$ cat src/rtl/coco_bus_clkgen_if.sv
// Bus-timing bundle between the CoCo clock generator and its consumers.
// The generator takes the "master" side: it reads rate/addr and drives the phases and strobes.
interface coco_bus_clkgen_if;
  logic [1:0]  rate;
  logic [15:0] addr;
  logic        pix_ena;
  logic        e;
  logic        q;
  logic        e_rise;
  logic        e_fall;
  logic        q_rise;
  logic        cyc_fast;

  modport master (
    input  rate, addr,
    output pix_ena, e, q, e_rise, e_fall, q_rise, cyc_fast
  );

  modport slave (
    output rate, addr,
    input  pix_ena, e, q, e_rise, e_fall, q_rise, cyc_fast
  );
endinterface

$ cat src/rtl/coco_bus_clkgen.sv
// CoCo system timing generator: pixel clock enable, 6809E E/Q quadrature phases with edge
// strobes, and SAM slow / address-dependent / fast rate selection latched at cycle boundaries.
module coco_bus_clkgen #(
  parameter int          PIX_DIV   = 4,
  parameter int          SLOW_DIV  = 16,
  parameter int          FAST_DIV  = 8,
  parameter logic [15:0] FAST_BASE = 16'h8000,
  parameter logic [15:0] IO_BASE   = 16'hFF00
) (
  input  logic               clk,
  input  logic               reset,
  coco_bus_clkgen_if.master  bus
);

  localparam int PCW = (PIX_DIV > 2) ? $clog2(PIX_DIV) : 1;
  localparam int PW  = $clog2(SLOW_DIV);
  localparam int LW  = PW + 1;

  localparam logic [PCW-1:0] PC_LAST = PCW'(PIX_DIV - 1);
  localparam logic [PCW-1:0] PC_ONE  = PCW'(1);
  localparam logic [PW-1:0]  PH_ONE  = PW'(1);
  localparam logic [LW-1:0]  LEN_ONE = LW'(1);
  localparam logic [LW-1:0]  SLOW_L  = LW'(SLOW_DIV);
  localparam logic [LW-1:0]  FAST_L  = LW'(FAST_DIV);

  logic [PCW-1:0] pc_r;
  logic           pix_ena_r;
  logic [PW-1:0]  ph_r;
  logic           cyc_fast_r;
  logic           e_r;
  logic           q_r;
  logic           e_rise_r;
  logic           e_fall_r;
  logic           q_rise_r;

  logic           rate_fast_s;
  logic [LW-1:0]  len_s;
  logic           wrap_s;
  logic [PW-1:0]  ph_next_s;
  logic           cyc_fast_next_s;
  logic           e_next_s;
  logic           q_next_s;

  // Rate decision for the cycle that would start at the next boundary.
  always_comb begin
    rate_fast_s = 1'b0;
    case (bus.rate)
      2'b00:   rate_fast_s = 1'b0;
      2'b01:   rate_fast_s = (bus.addr >= FAST_BASE) && (bus.addr < IO_BASE);
      default: rate_fast_s = 1'b1;
    endcase
  end

  // Phase counter advance and E/Q levels; the length stays fixed for the whole cycle, so a
  // rate change only takes effect from ph = 0 and never produces a runt phase.
  always_comb begin
    len_s           = cyc_fast_r ? FAST_L : SLOW_L;
    wrap_s          = ({1'b0, ph_r} == (len_s - LEN_ONE));
    ph_next_s       = ph_r;
    cyc_fast_next_s = cyc_fast_r;
    if (pix_ena_r) begin
      if (wrap_s) begin
        ph_next_s       = '0;
        cyc_fast_next_s = rate_fast_s;
      end else begin
        ph_next_s       = ph_r + PH_ONE;
        cyc_fast_next_s = cyc_fast_r;
      end
    end else begin
      ph_next_s       = ph_r;
      cyc_fast_next_s = cyc_fast_r;
    end
    e_next_s = ({1'b0, ph_next_s} >= (len_s >> 1));
    q_next_s = ({1'b0, ph_next_s} >= (len_s >> 2)) &&
               ({1'b0, ph_next_s} <  (len_s - (len_s >> 2)));
  end

  // Prescaler, phase state and registered outputs.
  always_ff @(posedge clk) begin
    if (reset) begin
      pc_r       <= '0;
      pix_ena_r  <= 1'b0;
      ph_r       <= '0;
      cyc_fast_r <= 1'b0;
      e_r        <= 1'b0;
      q_r        <= 1'b0;
      e_rise_r   <= 1'b0;
      e_fall_r   <= 1'b0;
      q_rise_r   <= 1'b0;
    end else begin
      pc_r       <= (pc_r == PC_LAST) ? '0 : (pc_r + PC_ONE);
      pix_ena_r  <= (pc_r == PC_LAST);
      ph_r       <= ph_next_s;
      cyc_fast_r <= cyc_fast_next_s;
      e_r        <= e_next_s;
      q_r        <= q_next_s;
      e_rise_r   <= e_next_s & ~e_r;
      e_fall_r   <= ~e_next_s & e_r;
      q_rise_r   <= q_next_s & ~q_r;
    end
  end

  assign bus.pix_ena  = pix_ena_r;
  assign bus.e        = e_r;
  assign bus.q        = q_r;
  assign bus.e_rise   = e_rise_r;
  assign bus.e_fall   = e_fall_r;
  assign bus.q_rise   = q_rise_r;
  assign bus.cyc_fast = cyc_fast_r;

endmodule

$ cat src/flat_wrapper.sv
// flat-port wrapper written by rule: the top's interface ports become plain ports
module coco_bus_clkgen_flat 
#(
  parameter int          PIX_DIV   = 4,
  parameter int          SLOW_DIV  = 16,
  parameter int          FAST_DIV  = 8,
  parameter logic [15:0] FAST_BASE = 16'h8000,
  parameter logic [15:0] IO_BASE   = 16'hFF00
)
  (clk, reset, bus_rate, bus_addr, bus_pix_ena, bus_e, bus_q, bus_e_rise, bus_e_fall, bus_q_rise, bus_cyc_fast);
  coco_bus_clkgen_if bus_i ();
  input  logic clk;
  input  logic reset;
  input wire logic [$bits(bus_i.rate)-1:0] bus_rate;
  input wire logic [$bits(bus_i.addr)-1:0] bus_addr;
  output wire logic [$bits(bus_i.pix_ena)-1:0] bus_pix_ena;
  output wire logic [$bits(bus_i.e)-1:0] bus_e;
  output wire logic [$bits(bus_i.q)-1:0] bus_q;
  output wire logic [$bits(bus_i.e_rise)-1:0] bus_e_rise;
  output wire logic [$bits(bus_i.e_fall)-1:0] bus_e_fall;
  output wire logic [$bits(bus_i.q_rise)-1:0] bus_q_rise;
  output wire logic [$bits(bus_i.cyc_fast)-1:0] bus_cyc_fast;
  assign bus_i.rate = bus_rate;
  assign bus_i.addr = bus_addr;
  assign bus_pix_ena = bus_i.pix_ena;
  assign bus_e = bus_i.e;
  assign bus_q = bus_i.q;
  assign bus_e_rise = bus_i.e_rise;
  assign bus_e_fall = bus_i.e_fall;
  assign bus_q_rise = bus_i.q_rise;
  assign bus_cyc_fast = bus_i.cyc_fast;
  coco_bus_clkgen #(.PIX_DIV(PIX_DIV), .SLOW_DIV(SLOW_DIV), .FAST_DIV(FAST_DIV), .FAST_BASE(FAST_BASE), .IO_BASE(IO_BASE)) u_core (.clk(clk), .reset(reset), .bus(bus_i));
endmodule
$ cat config.mk
export PLATFORM = sky130hd
export DESIGN_NAME = coco_bus_clkgen_flat
export DESIGN_NICKNAME = d
export VERILOG_FILES = /design/src/rtl/coco_bus_clkgen_if.sv /design/src/rtl/coco_bus_clkgen.sv /design/src/flat_wrapper.sv
export SDC_FILE = /design/constraint.sdc
export NUM_CORES = 1
export LEC_CHECK = 0
export BUFFER_PORTS_ARGS = -buffer_cell sky130_fd_sc_hd__buf_4
export CAP_MARGIN = 40
export CORE_MARGIN = 5
export CORE_UTILIZATION = 41
export DETAILED_ROUTE_END_ITERATION = 8
export GPL_TIMING_DRIVEN = 0
export HOLD_SLACK_MARGIN = 0.15
export PLACE_DENSITY_LB_ADDON = 0.1
export SYNTH_ARGS = -nofsm -noshare
export SYNTH_HDL_FRONTEND = slang
export SYNTH_SLANG_ARGS = --single-unit
$ cat constraint.sdc
create_clock -name clk -period 2.15 [get_ports clk]
set_clock_uncertainty 0.2 [all_clocks]
set_input_delay 0.1075 -clock clk [delete_from_list [all_inputs] [get_ports clk]]
set_output_delay 0.1075 -clock clk [all_outputs]
set_load 0.02 [all_outputs]
# Word-level counts from Yosys, hierarchy flattened
# Cells that the tools add are included.
[word_totals]
output_inout_bits = 7
in_bits = 20
latchBits = 0
reg_bits = 13
ramBits = 0
mem_count = 0
mem_bits_ro = 0
wordCells = 36
[classes]
eq_ne = 3
multipliers = 0
addsub = 4
shifts = 0
n_div = 0
magnitude_cmp = 5
n_bitwise = 6
n_reduce_logical = 5
n_mux = 4
[op_table]
columns = ["operator", "count"]
rows = [
  ["16-bit >= comparator (second input constant)", 1],
  ["16-bit < comparator (second input constant)", 1],
  ["4-bit two-way mux", 2],
  ["4-bit by 5-bit == test with 1-bit output", 1],
  ["4-bit by 5-bit < comparator with 1-bit output", 1],
  ["5-bit two-way mux", 1],
  ["5-bit by 1-bit subtractor with 5-bit output (second input constant)", 1],
  ["5-bit by 3-bit subtractor with 5-bit output", 1],
  ["4-bit by 1-bit adder with 4-bit output (second input constant)", 1],
  ["4-bit by 3-bit >= comparator with 1-bit output", 1],
  ["4-bit >= comparator", 1],
  ["1-bit bitwise AND", 3],
  ["1-bit inverter", 3],
  ["2-bit by 1-bit adder with 2-bit output (second input constant)", 1],
  ["2-bit by 1-bit == test with 1-bit output (second input constant)", 1],
  ["2-bit == test (second input constant)", 1],
  ["1-bit logical AND", 2],
  ["2-bit logical NOT", 1],
  ["1-bit one-hot mux with 2 select lines", 1],
  ["2-bit AND reduction", 1],
  ["2-bit OR reduction", 1],
]

# Depth between registers and ports, before layout
[logic_depth]
word_depth = 8
ltp_mapped = 9
depth_no_buf = 9

# Least setup slack after synthesis
# OpenSTA, ideal clock, no wires.
[synth_path]
kind = "register to register"
start = "register u_core.cyc_fast_r (netlist: u_core.bus.cyc_fast)"
end = "register u_core.e_fall_r (netlist: u_core.bus.e_fall)"
setup_slack_ns = -0.288
path_stages_with_launch = 9
arrival_ns = 2.177
path_buffers = 0
setup_ns = 0.060
t_required_ns = 1.890
synth_period_minus_slack_ns = 2.438
cell_sequence = "dfxtp_1 xnor2_1 or3b_4 and2_4 ha_1 inv_1 nor2_1 a311oi_1 and3b_1"
[synth_between]
elab_chain_cells = 8
[synth_lines]
columns = ["item", "line", "source"]
rows = [
  ["from (decl)", "coco_bus_clkgen.sv:29", "logic cyc_fast_r;"],
  ["from (signal assigned)", "coco_bus_clkgen.sv:94", "cyc_fast_r <= cyc_fast_next_s;"],
  ["5-bit two-way mux (*)", "coco_bus_clkgen.sv:57", "len_s = cyc_fast_r ? FAST_L : SLOW_L;"],
  ["5-bit by 1-bit subtractor with 5-bit output", "coco_bus_clkgen.sv:58", "wrap_s = ({1'b0, ph_r} == (len_s - LEN_ONE));"],
  ["4-bit by 5-bit == test with 1-bit output", "coco_bus_clkgen.sv:58", ""],
  ["4-bit two-way mux", "coco_bus_clkgen.sv:62", "if (wrap_s) begin"],
  ["4-bit two-way mux", "coco_bus_clkgen.sv:61", "if (pix_ena_r) begin"],
  ["4-bit >= comparator (*)", "coco_bus_clkgen.sv:73", "e_next_s = ({1'b0, ph_next_s} >= (len_s >> 1));"],
  ["1-bit inverter (*)", "coco_bus_clkgen.sv:98", "e_fall_r <= ~e_next_s & e_r;"],
  ["1-bit bitwise AND (*)", "coco_bus_clkgen.sv:98", ""],
  ["to (signal assigned)", "coco_bus_clkgen.sv:98", ""],
  ["to (decl)", "coco_bus_clkgen.sv:33", "logic e_fall_r;"],
]
# Mark *: on every way between the ends. The rest lies on a longest branch, timed or not.
# A chain may end at the register's enable or synchronous reset.

# Worst setup path in the final report
[layout_path]
start = "register u_core.ph_r[0]"
end = "register u_core.q_r (netlist: u_core.bus.q)"
[layout_between]
elab_chain_cells = 5
word_cells_on_any_way = 7
[layout_lines]
columns = ["item", "line", "source"]
rows = [
  ["from (decl)", "coco_bus_clkgen.sv:28", "logic [PW-1:0] ph_r;"],
  ["from (signal assigned)", "coco_bus_clkgen.sv:93", "ph_r <= ph_next_s;"],
  ["4-bit by 1-bit adder with 4-bit output / 4-bit by 5-bit == test with 1-bit output (equally long branches)", "coco_bus_clkgen.sv:66, coco_bus_clkgen.sv:58", ""],
  ["4-bit two-way mux (*)", "coco_bus_clkgen.sv:62", ""],
  ["4-bit two-way mux (*)", "coco_bus_clkgen.sv:61", ""],
  ["via u_core.ph_next_s[2]", "coco_bus_clkgen.sv:39", "logic [PW-1:0] ph_next_s;"],
  ["4-bit by 5-bit < comparator with 1-bit output / 4-bit by 3-bit >= comparator with 1-bit output (equally long branches)", "coco_bus_clkgen.sv:75, coco_bus_clkgen.sv:74", ""],
  ["1-bit logical AND (*)", "coco_bus_clkgen.sv:74", "q_next_s = ({1'b0, ph_next_s} >= (len_s >> 2)) &&"],
  ["to (signal assigned)", "coco_bus_clkgen.sv:96", "q_r <= q_next_s;"],
  ["to (decl)", "coco_bus_clkgen.sv:31", "logic q_r;"],
]
# The timed path passes the listed nets; every way through them passes the cells marked *.

==> impl_metrics.ini <==
[run_status]
status = finished, violations left
violations = setup timing

[detailed_routing]
wl_per_cell_microns = 13.9
drc = 0
dr.pass1.iters = 4
vias = 611
drtIter0Drc = 16
drt_wl_total_microns = 1630
vias_per_cell = 5.22
ant_nets = 0

[synth]
ys_seq_elements = 13
syn_inst = 68
synth-edff-count = 0
yosys-top-cells-area = dfxtp_1, ha_1, nor2_1
synth_area_sq_um = 654
synthArstFlopShare_pct = 0
yosys_warnings = 0
syn-num-nets = 94
synth_ff_type = dfxtp_1
synth_seq_area_share_pct = 39.8
ys_types = 31
avgSynthCellArea_sq_um = 9.62
synth_top_area_cell = dfxtp_1
yosysTopAreaCellShare_pct = 39.8

[critical_path]
rr_worst_depth = 9
path_cells = ha_4 -> nand2_2 -> xor2_2 -> inv_1 -> ha_4 -> nor2b_1 -> a311o_1 -> o32ai_2 -> nor4_2
critPathBufInv = 1
crit_type = register to register
startpoint_type = register
cpPeakStageDelay_ns = 0.36
end_kind = register
r2r_slack_ns = -0.04
crit_required_ns = 2.09
critPathArrivalTime_ns = 2.13
slowest_stage = dfxtp_4
r2r_start = u_core.ph_r[0]
cpMostUsedCell = ha_4
path_delay_family = compound AO/OA/AOI/OAI gates
r2r-end = u_core.bus.q
crit_fanout = 4

[sta]
grt_setup_unrepaired = yes
drv_slew = 0
hold_viol = 0
setup_ws_ns = -0.0427
relSlewSlack_pct = 62.7
max_slew.worst_pin.slew_ns = 0.559
max_freq_mhz = 456
min_period_over_period_pct = 102
final-setup-viol-count = 2
fin_crit_ns = 2.19

[clock_network]
cts-buffers-inserted = 3
path_clk_slew_ns = 0.08
clk_latency_ns = 0.27
htree_num_levels = 1
cts.sinks = 13
cts_buffer_depth = 2
cts_tree = built
clockRootBuffer = clkbuf_4

[global_route]
grt_pass1_vias = 608
grt_max_degree = 11
grt_pass1_wl_microns = 2680
antenna_found_initial = 0
overflow = 0
grtUsageTotal_pct = 13.7

[min_path]
hold_path_depth = 1
hold_class = register to register
hold_path_end = u_core.pc_r[0]
hp-start = u_core.pc_r[0]

[floorplan]
rows = 14
dieArea_sq_um = 2500
io_pins = 27
core-area_sq_um = 1510
die_h_microns = 50.0
initial_utilization_pct = 43.4
fp.dieW_microns = 50.0

[placed_design]
port-buffer-count = 18
dpl.cell_count = 102
place.gp.congestion = 0.836
dp_hpwl_microns = 1100

[finish]
utilization_pct = 69.2
drive_gt1_share_pct = 52.5
final_common_cell = buf_4
antenna_cells = 0
areaGrowthSynthToFinish_pct = 59.3
layout.nets = 128
final_cell_mix = buf_4, nor2_1, dfxtp_1, nand2b_1, dlygate4sd3_1
stdcell_count = 117

[power_and_ir_drop]
peakVddDrop_mv = 0.493
power_leakage_nw = 0.439
p_per_area_nw_per_um2 = 426

[job]
maxCapViolCount = 0
## through the flow
stage	setup slack, ns	instance area, sq um	power, mW	hold WS (ns)	setup TNS [ns]
finish	-0.0427	1040	0.444	0.234	-0.0826
global route	-0.110	1040	0.472	0.277	-0.429
CTS	0.00103	1010	0.449	0.235	0
detailed placement	-0.161	863	0.295	0.0901	-0.440
global placement	-0.119	863	0.294	0.0879	-0.360
floorplan	0.0198	708	0.274	-0.0283	0
## cells in the mapped netlist, types with 2 or more instances
master,number
dfxtp_1,13
nor2_1,7
ha_1,6
nand2b_1,4
inv_1,3
nor2b_1,3
nor3_1,3
a21oi_1,2
nand2_1,2
nand4_1,2
o211ai_1,2
xnor2_1,2
## cell families after synthesis
logic type,count (synthesis),synth area share [%]
buf+inv,5,3.06
flops,13,39.8
xor+xnor,3,4.02
compound gates,11,13.8
simple gates,29,26.4
fa+ha+maj,6,11.5
mux,1,1.53
## per-layer routing
metal  global-route usage, %  up-vias  part of all wire [%]
met5                       0        -                     0
met4                    3.93        0                   2.0
met3                    6.02        4                   4.7
met2                    22.7       13                    53
met1                    15.7      281                    40
li1                        -      313                     -
## state kept, by name, summed over array words and instances (netlist names)
| register | count |
|---|---|
| u_core.ph_r | 4 |
| u_core.pc_r | 2 |
| u_core.bus.cyc_fast | 1 |
| u_core.bus.e | 1 |
| u_core.bus.e_fall | 1 |
| u_core.bus.e_rise | 1 |
| u_core.bus.pix_ena | 1 |
| u_core.bus.q | 1 |
| u_core.bus.q_rise | 1 |
## power breakdown
group,leakage (nW),switching (mW),total [mW],internal (mW)
Combinational,0.315,0.0186,0.0484,0.0298
Clock,0.0150,0.0769,0.149,0.0719
Sequential,0.109,0.00302,0.247,0.244
Total,0.439,0.0985,0.444,0.346
## layout make-up
class / instances / area, sq um
inverter: 3 / 13.8
buffer: 2 / 11.3
timing repair buffer: 29 / 228
tap: 16 / 20.0
fill: 124 / 464
clock buffer: 4 / 26.3
multi-input combinational: 50 / 468
sequential: 13 / 275
## worst max path at each step
stage	from	to	slack, ns	depth (start not counted)
finish	u_core.ph_r[0]	u_core.bus.q	-0.04	9
global route	u_core.ph_r[0]	u_core.bus.q	-0.11	9
CTS	u_core.ph_r[1]	u_core.bus.q	0.001	7
detailed placement	u_core.ph_r[0]	u_core.bus.q	-0.16	9
global placement	u_core.ph_r[0]	u_core.bus.q	-0.12	9
floorplan	u_core.bus.pix_ena	u_core.bus.q_rise	0.02	9
## what timing repair did
action | CTS | global route
setup endpoints to repair | 5 | 5
pin swaps | 4 | 5
hold buffers | 4 | 0
resized for setup | 6 | 6
setup buffers | 6 | 1
hold endpoints to repair | 4 | 0
No activity file was read; power rests on OpenSTA's default activity.
